File: config.mk
export PLATFORM = sky130hd
export DESIGN_NAME = acc_run_seq_flat
export DESIGN_NICKNAME = d
export VERILOG_FILES = /design/src/rtl/acc_run_seq_if.sv /design/src/rtl/acc_run_seq.sv /design/src/flat_wrapper.sv
export SDC_FILE = /design/constraint.sdc
export NUM_CORES = 1
export LEC_CHECK = 0
export BUFFER_PORTS_ARGS = -buffer_cell sky130_fd_sc_hd__buf_2
export CORE_ASPECT_RATIO = 0.8
export CORE_UTILIZATION = 50
export DETAILED_ROUTE_END_ITERATION = 10
export HOLD_SLACK_MARGIN = 0.1
export PLACE_DENSITY_LB_ADDON = 0.1
export SLEW_MARGIN = 15
export SYNTH_ARGS = -nofsm -noshare
export SYNTH_HDL_FRONTEND = slang
export SYNTH_SLANG_ARGS = --single-unit
File: constraint.sdc
create_clock -name wb_clk_i -period 2.2 [get_ports wb_clk_i]
set_clock_uncertainty 0.15 [all_clocks]
set_input_delay 0.11 -clock wb_clk_i [delete_from_list [all_inputs] [get_ports wb_clk_i]]
set_output_delay 0.11 -clock wb_clk_i [all_outputs]
set_load 0.02 [all_outputs]
File: src/rtl/acc_run_seq_if.sv
`default_nettype none
// ============================================================================
// Module      : acc_run_seq_if
// Description : Command, accelerator-handshake and status bundle between the
//               wbsCtrl register block (master) and the run sequencer (slave).
// Revision    : 1.0 - initial release
// ============================================================================
interface acc_run_seq_if #(
   parameter int TO_W  = 16,
   parameter int CNT_W = 8
);
   // Commands from wbsCtrl
   logic             go;
   logic             abort;
   logic             skip_load;
   logic             skip_send;
   logic [TO_W-1:0]  timeout_cycles;
   // Completion pulses from the accelerator
   logic             acc_load_done;
   logic             acc_fsm_done;
   logic             acc_send_done;
   // Accelerator controls and status back to wbsCtrl
   logic             load_kdtree;
   logic             fsm_start;
   logic             send_best_arr;
   logic             busy;
   logic             done;
   logic [1:0]       err;
   logic [2:0]       phase;
   logic [CNT_W-1:0] run_count;

   modport master (
      output go, abort, skip_load, skip_send, timeout_cycles,
      output acc_load_done, acc_fsm_done, acc_send_done,
      input  load_kdtree, fsm_start, send_best_arr, busy, done, err, phase,
      input  run_count
   );

   modport slave (
      input  go, abort, skip_load, skip_send, timeout_cycles,
      input  acc_load_done, acc_fsm_done, acc_send_done,
      output load_kdtree, fsm_start, send_best_arr, busy, done, err, phase,
      output run_count
   );
endinterface
`default_nettype wire

File: src/rtl/acc_run_seq.sv
`default_nettype none
// ============================================================================
// Module      : acc_run_seq
// Description : Run sequencer for the kd-tree ANN accelerator. A single go
//               steps through LOAD -> START -> SEARCH -> SEND -> DONE with a
//               per-wait-phase watchdog and an abort path into ERR.
// Revision    : 1.0 - initial release
// ============================================================================
module acc_run_seq #(
   parameter int TO_W  = 16,
   parameter int CNT_W = 8
) (
   input  wire logic          wb_clk_i,
   input  wire logic          wb_rst_i,
   acc_run_seq_if.slave       bus
);

   // State codes double as the phase status value.
   typedef enum logic [2:0] {
      S_IDLE   = 3'd0,
      S_LOAD   = 3'd1,
      S_START  = 3'd2,
      S_SEARCH = 3'd3,
      S_SEND   = 3'd4,
      S_DONE   = 3'd5,
      S_ERR    = 3'd6
   } state_t;

   localparam logic [1:0] ERR_NONE    = 2'd0;
   localparam logic [1:0] ERR_TIMEOUT = 2'd1;
   localparam logic [1:0] ERR_ABORT   = 2'd2;

   state_t           state_q,       state_d;
   logic [TO_W-1:0]  wd_q,          wd_d;
   logic [1:0]       err_q,         err_d;
   logic             skip_load_q,   skip_load_d;
   logic             skip_send_q,   skip_send_d;
   logic [CNT_W-1:0] run_count_q,   run_count_d;
   logic             load_kdtree_q, load_kdtree_d;
   logic             fsm_start_q,   fsm_start_d;
   logic             send_best_q,   send_best_d;
   logic             busy_q,        busy_d;
   logic             done_q,        done_d;
   logic [2:0]       phase_q,       phase_d;

   logic             wd_expired;
   logic [TO_W-1:0]  wd_next;

   // Watchdog decision for the current wait cycle and its saturating step.
   always_comb begin
      wd_expired = (bus.timeout_cycles != '0) && (wd_q == bus.timeout_cycles);
      wd_next    = (&wd_q) ? wd_q : wd_q + TO_W'(1);
   end

   // Next-state, watchdog, error and counter logic; outputs decode next state.
   always_comb begin
      state_d     = state_q;
      wd_d        = wd_q;
      err_d       = err_q;
      skip_load_d = skip_load_q;
      skip_send_d = skip_send_q;
      run_count_d = run_count_q;

      case (state_q)
         S_IDLE, S_DONE, S_ERR: begin
            // abort is meaningless when not busy, so go always wins here
            if (bus.go) begin
               err_d       = ERR_NONE;
               skip_load_d = bus.skip_load;
               skip_send_d = bus.skip_send;
               wd_d        = '0;
               state_d     = bus.skip_load ? S_START : S_LOAD;
            end
         end
         S_LOAD: begin
            if (bus.abort) begin
               state_d = S_ERR;
               err_d   = ERR_ABORT;
            end else if (bus.acc_load_done) begin
               state_d = S_START;
            end else if (wd_expired) begin
               state_d = S_ERR;
               err_d   = ERR_TIMEOUT;
            end else begin
               wd_d = wd_next;
            end
         end
         S_START: begin
            // acc_fsm_done here is deliberately ignored: search has not begun
            if (bus.abort) begin
               state_d = S_ERR;
               err_d   = ERR_ABORT;
            end else begin
               state_d = S_SEARCH;
               wd_d    = '0;
            end
         end
         S_SEARCH: begin
            if (bus.abort) begin
               state_d = S_ERR;
               err_d   = ERR_ABORT;
            end else if (bus.acc_fsm_done) begin
               state_d = skip_send_q ? S_DONE : S_SEND;
               wd_d    = '0;
            end else if (wd_expired) begin
               state_d = S_ERR;
               err_d   = ERR_TIMEOUT;
            end else begin
               wd_d = wd_next;
            end
         end
         S_SEND: begin
            if (bus.abort) begin
               state_d = S_ERR;
               err_d   = ERR_ABORT;
            end else if (bus.acc_send_done) begin
               state_d = S_DONE;
            end else if (wd_expired) begin
               state_d = S_ERR;
               err_d   = ERR_TIMEOUT;
            end else begin
               wd_d = wd_next;
            end
         end
         default: begin
            state_d = S_IDLE;
         end
      endcase

      // Count only true entries into DONE (DONE never re-enters itself).
      if ((state_d == S_DONE) && (state_q != S_DONE)) begin
         run_count_d = run_count_q + CNT_W'(1);
      end

      load_kdtree_d = (state_d == S_LOAD);
      fsm_start_d   = (state_d == S_START);
      send_best_d   = (state_d == S_SEND);
      busy_d        = (state_d == S_LOAD) || (state_d == S_START) ||
                      (state_d == S_SEARCH) || (state_d == S_SEND);
      done_d        = (state_d == S_DONE);
      phase_d       = state_d;
   end

   // Single register stage for state, watchdog, latched flags and outputs.
   always_ff @(posedge wb_clk_i) begin
      if (wb_rst_i) begin
         state_q       <= S_IDLE;
         wd_q          <= '0;
         err_q         <= ERR_NONE;
         skip_load_q   <= 1'b0;
         skip_send_q   <= 1'b0;
         run_count_q   <= '0;
         load_kdtree_q <= 1'b0;
         fsm_start_q   <= 1'b0;
         send_best_q   <= 1'b0;
         busy_q        <= 1'b0;
         done_q        <= 1'b0;
         phase_q       <= 3'd0;
      end else begin
         state_q       <= state_d;
         wd_q          <= wd_d;
         err_q         <= err_d;
         skip_load_q   <= skip_load_d;
         skip_send_q   <= skip_send_d;
         run_count_q   <= run_count_d;
         load_kdtree_q <= load_kdtree_d;
         fsm_start_q   <= fsm_start_d;
         send_best_q   <= send_best_d;
         busy_q        <= busy_d;
         done_q        <= done_d;
         phase_q       <= phase_d;
      end
   end

   assign bus.load_kdtree   = load_kdtree_q;
   assign bus.fsm_start     = fsm_start_q;
   assign bus.send_best_arr = send_best_q;
   assign bus.busy          = busy_q;
   assign bus.done          = done_q;
   assign bus.err           = err_q;
   assign bus.phase         = phase_q;
   assign bus.run_count     = run_count_q;

endmodule
`default_nettype wire

File: src/flat_wrapper.sv
// flat-port wrapper written by rule: the top's interface ports become plain ports
module acc_run_seq_flat 
#(
   parameter int TO_W  = 16,
   parameter int CNT_W = 8
)
  (wb_clk_i, wb_rst_i, bus_go, bus_abort, bus_skip_load, bus_skip_send, bus_timeout_cycles, bus_acc_load_done, bus_acc_fsm_done, bus_acc_send_done, bus_load_kdtree, bus_fsm_start, bus_send_best_arr, bus_busy, bus_done, bus_err, bus_phase, bus_run_count);
  acc_run_seq_if #(.TO_W(TO_W), .CNT_W(CNT_W)) bus_i ();
  input  wire logic wb_clk_i;
  input  wire logic wb_rst_i;
  input wire logic [$bits(bus_i.go)-1:0] bus_go;
  input wire logic [$bits(bus_i.abort)-1:0] bus_abort;
  input wire logic [$bits(bus_i.skip_load)-1:0] bus_skip_load;
  input wire logic [$bits(bus_i.skip_send)-1:0] bus_skip_send;
  input wire logic [$bits(bus_i.timeout_cycles)-1:0] bus_timeout_cycles;
  input wire logic [$bits(bus_i.acc_load_done)-1:0] bus_acc_load_done;
  input wire logic [$bits(bus_i.acc_fsm_done)-1:0] bus_acc_fsm_done;
  input wire logic [$bits(bus_i.acc_send_done)-1:0] bus_acc_send_done;
  output wire logic [$bits(bus_i.load_kdtree)-1:0] bus_load_kdtree;
  output wire logic [$bits(bus_i.fsm_start)-1:0] bus_fsm_start;
  output wire logic [$bits(bus_i.send_best_arr)-1:0] bus_send_best_arr;
  output wire logic [$bits(bus_i.busy)-1:0] bus_busy;
  output wire logic [$bits(bus_i.done)-1:0] bus_done;
  output wire logic [$bits(bus_i.err)-1:0] bus_err;
  output wire logic [$bits(bus_i.phase)-1:0] bus_phase;
  output wire logic [$bits(bus_i.run_count)-1:0] bus_run_count;
  assign bus_i.go = bus_go;
  assign bus_i.abort = bus_abort;
  assign bus_i.skip_load = bus_skip_load;
  assign bus_i.skip_send = bus_skip_send;
  assign bus_i.timeout_cycles = bus_timeout_cycles;
  assign bus_i.acc_load_done = bus_acc_load_done;
  assign bus_i.acc_fsm_done = bus_acc_fsm_done;
  assign bus_i.acc_send_done = bus_acc_send_done;
  assign bus_load_kdtree = bus_i.load_kdtree;
  assign bus_fsm_start = bus_i.fsm_start;
  assign bus_send_best_arr = bus_i.send_best_arr;
  assign bus_busy = bus_i.busy;
  assign bus_done = bus_i.done;
  assign bus_err = bus_i.err;
  assign bus_phase = bus_i.phase;
  assign bus_run_count = bus_i.run_count;
  acc_run_seq #(.TO_W(TO_W), .CNT_W(CNT_W)) u_core (.wb_clk_i(wb_clk_i), .wb_rst_i(wb_rst_i), .bus(bus_i));
endmodule
# Word level (Yosys, flattened, before mapping)
# Cells that the tools add are included.
totals:
  ff_bits: 35
  output_inout_bits: 18
  in_bits: 25
op_classes:
  n_mux: 33
  reduce_logical: 13
  n_eq_ne: 24
  add_sub_neg: 2
ops:
  columns: ["operator", "count"]
  rows:
  - ["2-to-1 mux 16 bit", 10]
  - ["case mux 16 bit (5 select lines)", 1]
  - ["2-to-1 mux 3 bit", 9]
  - ["2-to-1 mux 2 bit", 10]
  - ["adder 16 x 1 -> 16 bit, second input constant", 1]
  - ["== test 16 bit", 1]
  - ["!= test 2 bit, second input constant", 8]
  - ["AND reduction 16 bit", 1]
  - ["nonzero test 16 bit", 1]
  - ["== test 3 bit, second input constant", 5]
  - ["case mux 3 bit (5 select lines)", 1]
  - ["== test 3 x 2 -> 1 bit, second input constant", 4]
  - ["!= test 3 bit, second input constant", 4]
  - ["case mux 2 bit (5 select lines)", 1]
  - ["adder 8 x 1 -> 8 bit, second input constant", 1]
  - ["AND reduction 8 bit", 1]
  - ["== test 3 x 1 -> 1 bit, second input constant", 2]
  - ["AND reduction 6 bit", 1]
  - ["nonzero test 5 bit", 1]
  - ["logical NOT 3 bit", 1]
  - ["logical OR 1 bit", 3]
  - ["OR reduction 3 bit", 1]
  - ["logical AND 1 bit", 2]
  - ["AND reduction 2 bit", 1]
  - ["2-to-1 mux 1 bit", 1]

# Logic depth before layout (Yosys ltp)
# Gate-level depths: netlist of run 1.
depth:
  depth_word: 10
  mapped_depth: 9
  ltp_nobuf: 7

# Worst setup path after synthesis of run 1
# Ideal clock, no wire load.
synth_path:
  kind: "register to register"
  startpoint: "register, netlist name u_core.bus.phase[1]"
  endpoint: "register u_core.run_count_q[4] (netlist: u_core.bus.run_count[4])"
  path_slack_ns: -0.183
  path_buffers: 3
  arrival_time_ns: 2.110
  stages_incl_launch_ff: 9
  path_cell_list: "dfxtp_1 buf_2 buf_2 nor3_1 a21oi_1 o31a_1 buf_6 nor4_1 mux2_1"
synth_lines:
  columns: ["element", "line", "source"]
  rows:
  - ["end signal: assignment", "acc_run_seq.sv:165", "run_count_q <= run_count_d;"]
  - ["end: declaration", "acc_run_seq.sv:38", "logic [CNT_W-1:0] run_count_q, run_count_d;"]

==> results_dict.tcl, run 1 <==
set metrics [dict create \
    cts_buffers 5 \
    fin_nets 409 \
    num_clock_sinks 35 \
    syn_inst 280 \
    layoutNonFillerInstCount 440 \
    report.final.hold_viol_count 0 \
    synth_nets 307 \
    leakagePower_nw 1.436 \
    grt-ovfl-total 0 \
    timing.final.crit_share_pct 103.8 \
    clock_insertion_delay_worst_skew_ps 300 \
    floorplan.initialDensity_pct 53.57 \
    cts_max_path_buffers 2 \
    synth_async_sr_flop_share_pct 0 \
    share_of_final_layout_standard_cells_stronger_than_drive_strength_1_pct 45.17 \
    root_buffer "sky130_fd_sc_hd__clkbuf_8" \
    viasPerCell 6.145 \
    synthDominantAreaCellType "sky130_fd_sc_hd__dfxtp_1" \
    register_area_um2 723.2 \
    cts_htree_levels 2 \
    grt_first_pass_wirelength_mm 10.81 \
    hp-class "input port to flop" \
    synth_area_per_cell_um2 8.245 \
    unrepaired_setup_endpoints_after_global_routing "yes" \
    place_inst 416 \
    number_of_antenna_violations_at_the_first_check_in_global_routing 0 \
    number_of_placement_rows 21 \
    power.density_nw_per_um2 982.9 \
    global_router_s_overall_resource_usage_pct 28.13 \
    failed_checks "negative setup slack" \
    count_of_boundary_i_o_pins 43 \
    layout.cells.most_common_list "56 x sky130_fd_sc_hd__buf_4, 43 x sky130_fd_sc_hd__buf_2, 23 x sky130_fd_sc_hd__dfxtp_1, 21 x sky130_fd_sc_hd__nor2_1, 18 x sky130_fd_sc_hd__xor2_1" \
    fin_ws_ps -84.10 \
    pre_cts_setup_slack_ps -22.45 \
    synth_edf_count 0 \
    slew_headroom_pct 70.58 \
    cts_tree "built" \
    routed_wirelength_mm 7.597 \
    synthTopCellsByArea "sky130_fd_sc_hd__dfxtp_1 30%, sky130_fd_sc_hd__xor2_1 7.6%, sky130_fd_sc_hd__a21oi_1 4.6%" \
    totalNegativeSetupSlack_ps -314.9 \
    die_w_um 77.97 \
    wire_per_inst_um 17.27 \
    multi_input_area_um2 1727 \
    synth-seq-area-share_pct 30.35 \
    totalPowerFinal_mw 3.371 \
    final_core_utilization_pct 79.59 \
    ys.warnings.count 0 \
    area.growth.synth_to_final_pct 48.56 \
    post_dp_cell_area_um2 2927 \
    ys.flop_type "sky130_fd_sc_hd__dfxtp_1" \
    grt_pass1_vias 2268 \
    buffer_ports.inserted 42 \
    timing_worst_slew_pin_value_ps 439.7 \
    run_status "finished, violations left" \
    final_max_slew_viol_count 0 \
    vdd_drop_max_mv 0.6410 \
    critPathKind "flop to flop" \
    cts.clk_slew.worst_paths_ps 80 \
    synth.cell_area_um2 2308 \
    postRouteAntennaNets 0 \
    route.vias.total 2704 \
    max_freq_mhz 437.8 \
    core_region_area_um2 4309 \
    die-area_um2 4895 \
    layout.cells.most_common "sky130_fd_sc_hd__buf_4" \
    detailed_place_hpwl_mm 4.634 \
    fraction_of_synthesized_cell_area_taken_by_the_top_area_cell_type_pct 30.35 \
    final_weighted_congestion_of_routability_driven_global_placement 0.8930 \
    die_height_um 62.78 \
    detail_route.first_pass.iterations 5 \
    finalSetupViolations 11 \
    timing.critical_path.to_type "flop" \
    timing.max_cap.violations 0 \
    critPathRequiredTime_ps 2280 \
    yosysUniqueCellTypes 62 \
    antenna_cells_inserted 0 \
    finalHoldWorstSlack_ps 227.8 \
    critical_path.max_fanout 8 \
    post-route-drc-count 0 \
    synth-seq-cells 35 \
    fin_crit_ps 2284 \
    grt_start_max_net_pins 21 \
    cp-start-kind "flop" \
    stdcell_area_um2 3430 \
    initialDrtViolationCount 230 \
    fillers 285 \
    critPathArrivalTime_ps 2360 \
]
## flip-flops by register name, indices dropped and copies added (netlist names)
signal,cells
u_core.bus.run_count,8
u_core.bus.fsm_start,1
u_core.bus.load_kdtree,1
u_core.skip_send_q,1
u_core.bus.done,1
u_core.bus.phase,3
u_core.wd_q,16
u_core.bus.err,2
u_core.bus.busy,1
u_core.bus.send_best_arr,1
## cells by family (layout without fill, tap and decap cells)
group	count (synthesis)	count (layout)	share of synthesized area, %
AO/OA/AOI/OAI	74	74	22.01
buffers and inverters	26	129	5.420
XOR/XNOR	21	21	7.968
AND/OR/NAND/NOR	115	115	30.03
multiplexers	6	6	2.710
flip-flops	35	35	30.35
adder cells (fa/ha/maj)	3	3	1.517
## area by class of cell
type	count	area share [%]
clock inverter	3	1.386
timing repair buffer	109	21.78
multi-input combinational	219	50.35
sequential	35	21.09
inverter	12	1.313
tap	57	2.080
clock buffer	5	2.007
## timing repair
action / 4_1_cts / 5_1_grt
hold buffers: 4 / 0
pin swaps: 2 / 13
gates resized for setup: 3 / 60
endpoints found under the setup margin: 4 / 16
endpoints found under the hold margin: 7 / 0
buffers inserted: 1 / 10
gates cloned: 0 / 1
## worst max-delay path, cell delays in order, from the launching register on
cell and delay (ps):
sky130_fd_sc_hd__dfxtp_4 390, sky130_fd_sc_hd__buf_4 120, sky130_fd_sc_hd__buf_4 100, sky130_fd_sc_hd__and2_1 160, sky130_fd_sc_hd__o21ai_2 80, sky130_fd_sc_hd__a21oi_2 230
sky130_fd_sc_hd__o22ai_4 120, sky130_fd_sc_hd__buf_6 150, sky130_fd_sc_hd__buf_8 130, sky130_fd_sc_hd__or4_1 460, sky130_fd_sc_hd__a21oi_1 130
## synthesized netlist by cell type, types with 8 or more instances
master and instances:
sky130_fd_sc_hd__nor4_1 11, sky130_fd_sc_hd__dfxtp_1 35, sky130_fd_sc_hd__nand3_1 17, sky130_fd_sc_hd__nor2_1 23, sky130_fd_sc_hd__nand4_1 8, sky130_fd_sc_hd__o31ai_1 11, sky130_fd_sc_hd__o21ai_0 9, sky130_fd_sc_hd__or4_1 8
sky130_fd_sc_hd__nand2_1 9, sky130_fd_sc_hd__inv_1 10, sky130_fd_sc_hd__xor2_1 20, sky130_fd_sc_hd__a21oi_1 21
## power by group
part	internal [mW]	switching [mW]	leakage, nW
Clock	0.344	0.275	0.0587
Combinational	0.935	1.01	1.09
Sequential	0.719	0.0895	0.290
## path summary, 6_finish.rpt
| path | endpoint | cells after the start | startpoint | slack [ps] |
|---|---|---|---|---|
| min reg2reg | u_core.wd_q[11] | 2 | u_core.wd_q[11] | 350 |
| max | u_core.wd_q[2] | 10 | u_core.bus.phase[0] | -80 |
| max reg2reg | u_core.wd_q[2] | 10 | u_core.bus.phase[0] | -80 |
| min | u_core.bus.err[1] | 4 | bus_abort | 230 |
## layer usage
layer	vias up	GRT usage (%)	share of wire (%)
met5	-	0	0
met3	17	4.964	8.7
met2	150	41.37	44
met4	0	6.019	1.8
met1	1277	42.52	46
li1	1260	-	-
Note: power is estimated with default switching activity, not from simulation.
==> run 2: changes to the inputs <==
--- a/config.mk
+++ b/config.mk
@@ -11,7 +11,7 @@
 export DETAILED_ROUTE_END_ITERATION = 10
 export HOLD_SLACK_MARGIN = 0.1
 export PLACE_DENSITY_LB_ADDON = 0.1
-export SLEW_MARGIN = 15
+export REMOVE_ABC_BUFFERS = 1
 export SYNTH_ARGS = -nofsm -noshare
 export SYNTH_HDL_FRONTEND = slang
 export SYNTH_SLANG_ARGS = --single-unit
==> results_dict.tcl, run 2 (synthesized netlist as in run 1, its figures left out) <==
set metrics [dict create \
    num_clock_sinks 35 \
    run_status "completed" \
    initialDrtViolationCount 185 \
    final_max_slew_viol_count 0 \
    detailed_place_hpwl_mm 4.731 \
    cts.clk_slew.worst_paths_ps 80 \
    die-area_um2 4895 \
    die_w_um 77.97 \
    cp-start-kind "flop" \
    detail_route.first_pass.iterations 4 \
    root_buffer "sky130_fd_sc_hd__clkbuf_8" \
    area.growth.synth_to_final_pct 39.51 \
    grt_pass1_vias 2299 \
    cts_max_path_buffers 2 \
    cts_tree "built" \
    share_of_final_layout_standard_cells_stronger_than_drive_strength_1_pct 38.93 \
    timing.final.crit_share_pct 99.19 \
    critical_path.max_fanout 8 \
    grt_start_max_net_pins 26 \
    number_of_placement_rows 21 \
    report.final.hold_viol_count 0 \
    timing.critical_path.to_type "flop" \
    core_region_area_um2 4309 \
    layout.cells.most_common "sky130_fd_sc_hd__buf_4" \
    route.vias.total 2561 \
    grt-ovfl-total 0 \
    die_height_um 62.78 \
    slew_headroom_pct 68.15 \
    grt_first_pass_wirelength_mm 10.45 \
    wire_per_inst_um 15.39 \
    cts_buffers 5 \
    postRouteAntennaNets 0 \
    critPathRequiredTime_ps 2270 \
    clock_insertion_delay_worst_skew_ps 290 \
    global_router_s_overall_resource_usage_pct 26.98 \
    fin_nets 401 \
    unrepaired_setup_endpoints_after_global_routing "yes" \
    floorplan.initialDensity_pct 53.57 \
    viasPerCell 5.928 \
    cts_htree_levels 2 \
    timing_worst_slew_pin_value_ps 476.0 \
    final_core_utilization_pct 74.74 \
    routed_wirelength_mm 6.649 \
    max_flop_register "u_core.wd_q" \
    number_of_antenna_violations_at_the_first_check_in_global_routing 0 \
    finalSetupViolations 0 \
    totalPowerFinal_mw 3.052 \
    fin_crit_ps 2182 \
    post-route-drc-count 0 \
    final_weighted_congestion_of_routability_driven_global_placement 0.8969 \
    layout.cells.most_common_list "54 x sky130_fd_sc_hd__buf_4, 42 x sky130_fd_sc_hd__buf_2, 29 x sky130_fd_sc_hd__dfxtp_1, 20 x sky130_fd_sc_hd__nor2_1, 19 x sky130_fd_sc_hd__a21oi_1" \
    max_freq_mhz 458.2 \
    vdd_drop_max_mv 0.5063 \
    count_of_boundary_i_o_pins 43 \
    leakagePower_nw 1.363 \
    power.density_nw_per_um2 947.6 \
    buffer_ports.inserted 42 \
    critPathKind "flop to flop" \
    max_reg_flops 16 \
    timing.max_cap.violations 0 \
    hp-class "input port to flop" \
    critPathArrivalTime_ps 2260 \
    antenna_cells_inserted 0 \
    fillers 337 \
]
[run 2: changes by cell type in the layout (fill, tap and decap cells not counted), moves of 3 or more]
cell,previous run,this run
sky130_fd_sc_hd__buf_6,5,2
sky130_fd_sc_hd__o31ai_1,6,10
sky130_fd_sc_hd__a21oi_1,16,19
sky130_fd_sc_hd__dfxtp_2,9,4
sky130_fd_sc_hd__o31ai_4,4,1
sky130_fd_sc_hd__dfxtp_1,23,29
sky130_fd_sc_hd__nor4_4,4,1
sky130_fd_sc_hd__a21oi_2,6,3
[run 2: cell type report]
cell class | count | area (µm²) | share of cell area [%]
Clock inverter | 3 | 47.55 | 1.476
Inverter | 12 | 45.04 | 1.399
Tap cell | 57 | 71.32 | 2.214
Sequential cell | 35 | 713.2 | 22.14
Timing Repair Buffer | 101 | 678.2 | 21.06
Multi-Input combinational cell | 219 | 1597 | 49.57
Clock buffer | 5 | 68.82 | 2.137
[run 2: where the power goes]
| group | total, mW | internal (mW) | switching, mW |
|---|---|---|---|
| Combinational | 1.65 | 0.787 | 0.859 |
| Sequential | 0.800 | 0.716 | 0.0845 |
| Clock | 0.606 | 0.344 | 0.263 |
[run 2: metal layers]
| metal | up-vias | track usage (%) | part of all wire, % |
|---|---|---|---|
| met5 | - | 0 | 0 |
| met4 | 0 | 6.019 | 1.3 |
| met3 | 11 | 5.109 | 7.7 |
| met2 | 117 | 40.27 | 43 |
| met1 | 1187 | 40.00 | 48 |
| li1 | 1246 | - | - |
[run 2: worst paths after layout]
kind	to	from	depth (start not counted)	slack (ps)
max	u_core.bus.busy	u_core.bus.phase[0]	8	20
min	u_core.bus.err[1]	bus_abort	3	170
max reg2reg	u_core.bus.busy	u_core.bus.phase[0]	8	20
min reg2reg	u_core.skip_send_q	u_core.skip_send_q	2	360
[run 2: stage by stage]
step,hold slack (ps),area [µm²],setup WS (ps),setup TNS [ps],cells
final,174.2,3221,17.75,0,432
after detailed placement,217.3,2905,-163.2,-1020,416
after global placement,194.3,2905,-141.7,-594.6,416
after floorplan,29.07,2228,-447.7,-6337,266
after global routing,162.5,3221,-72.56,-300.6,432
after CTS,150.3,3097,3.529,0,428
[run 2: worst max-delay path, stage by stage, from the launching register on]
cell and delay, ps:
sky130_fd_sc_hd__dfxtp_4 380, sky130_fd_sc_hd__nor3b_4 170, sky130_fd_sc_hd__buf_4 140, sky130_fd_sc_hd__buf_4 120, sky130_fd_sc_hd__a32oi_2 200, sky130_fd_sc_hd__o211ai_1 180
sky130_fd_sc_hd__a211o_1 290, sky130_fd_sc_hd__or3_1 370, sky130_fd_sc_hd__a21oi_1 130
[run 2: what timing repair did]
action,4_1_cts,5_1_grt
pin swaps,6,11
gates resized for setup,10,24
endpoints found under the setup margin,18,24
buffers inserted,2,4
hold buffers,2,0
hold endpoints to repair,4,0
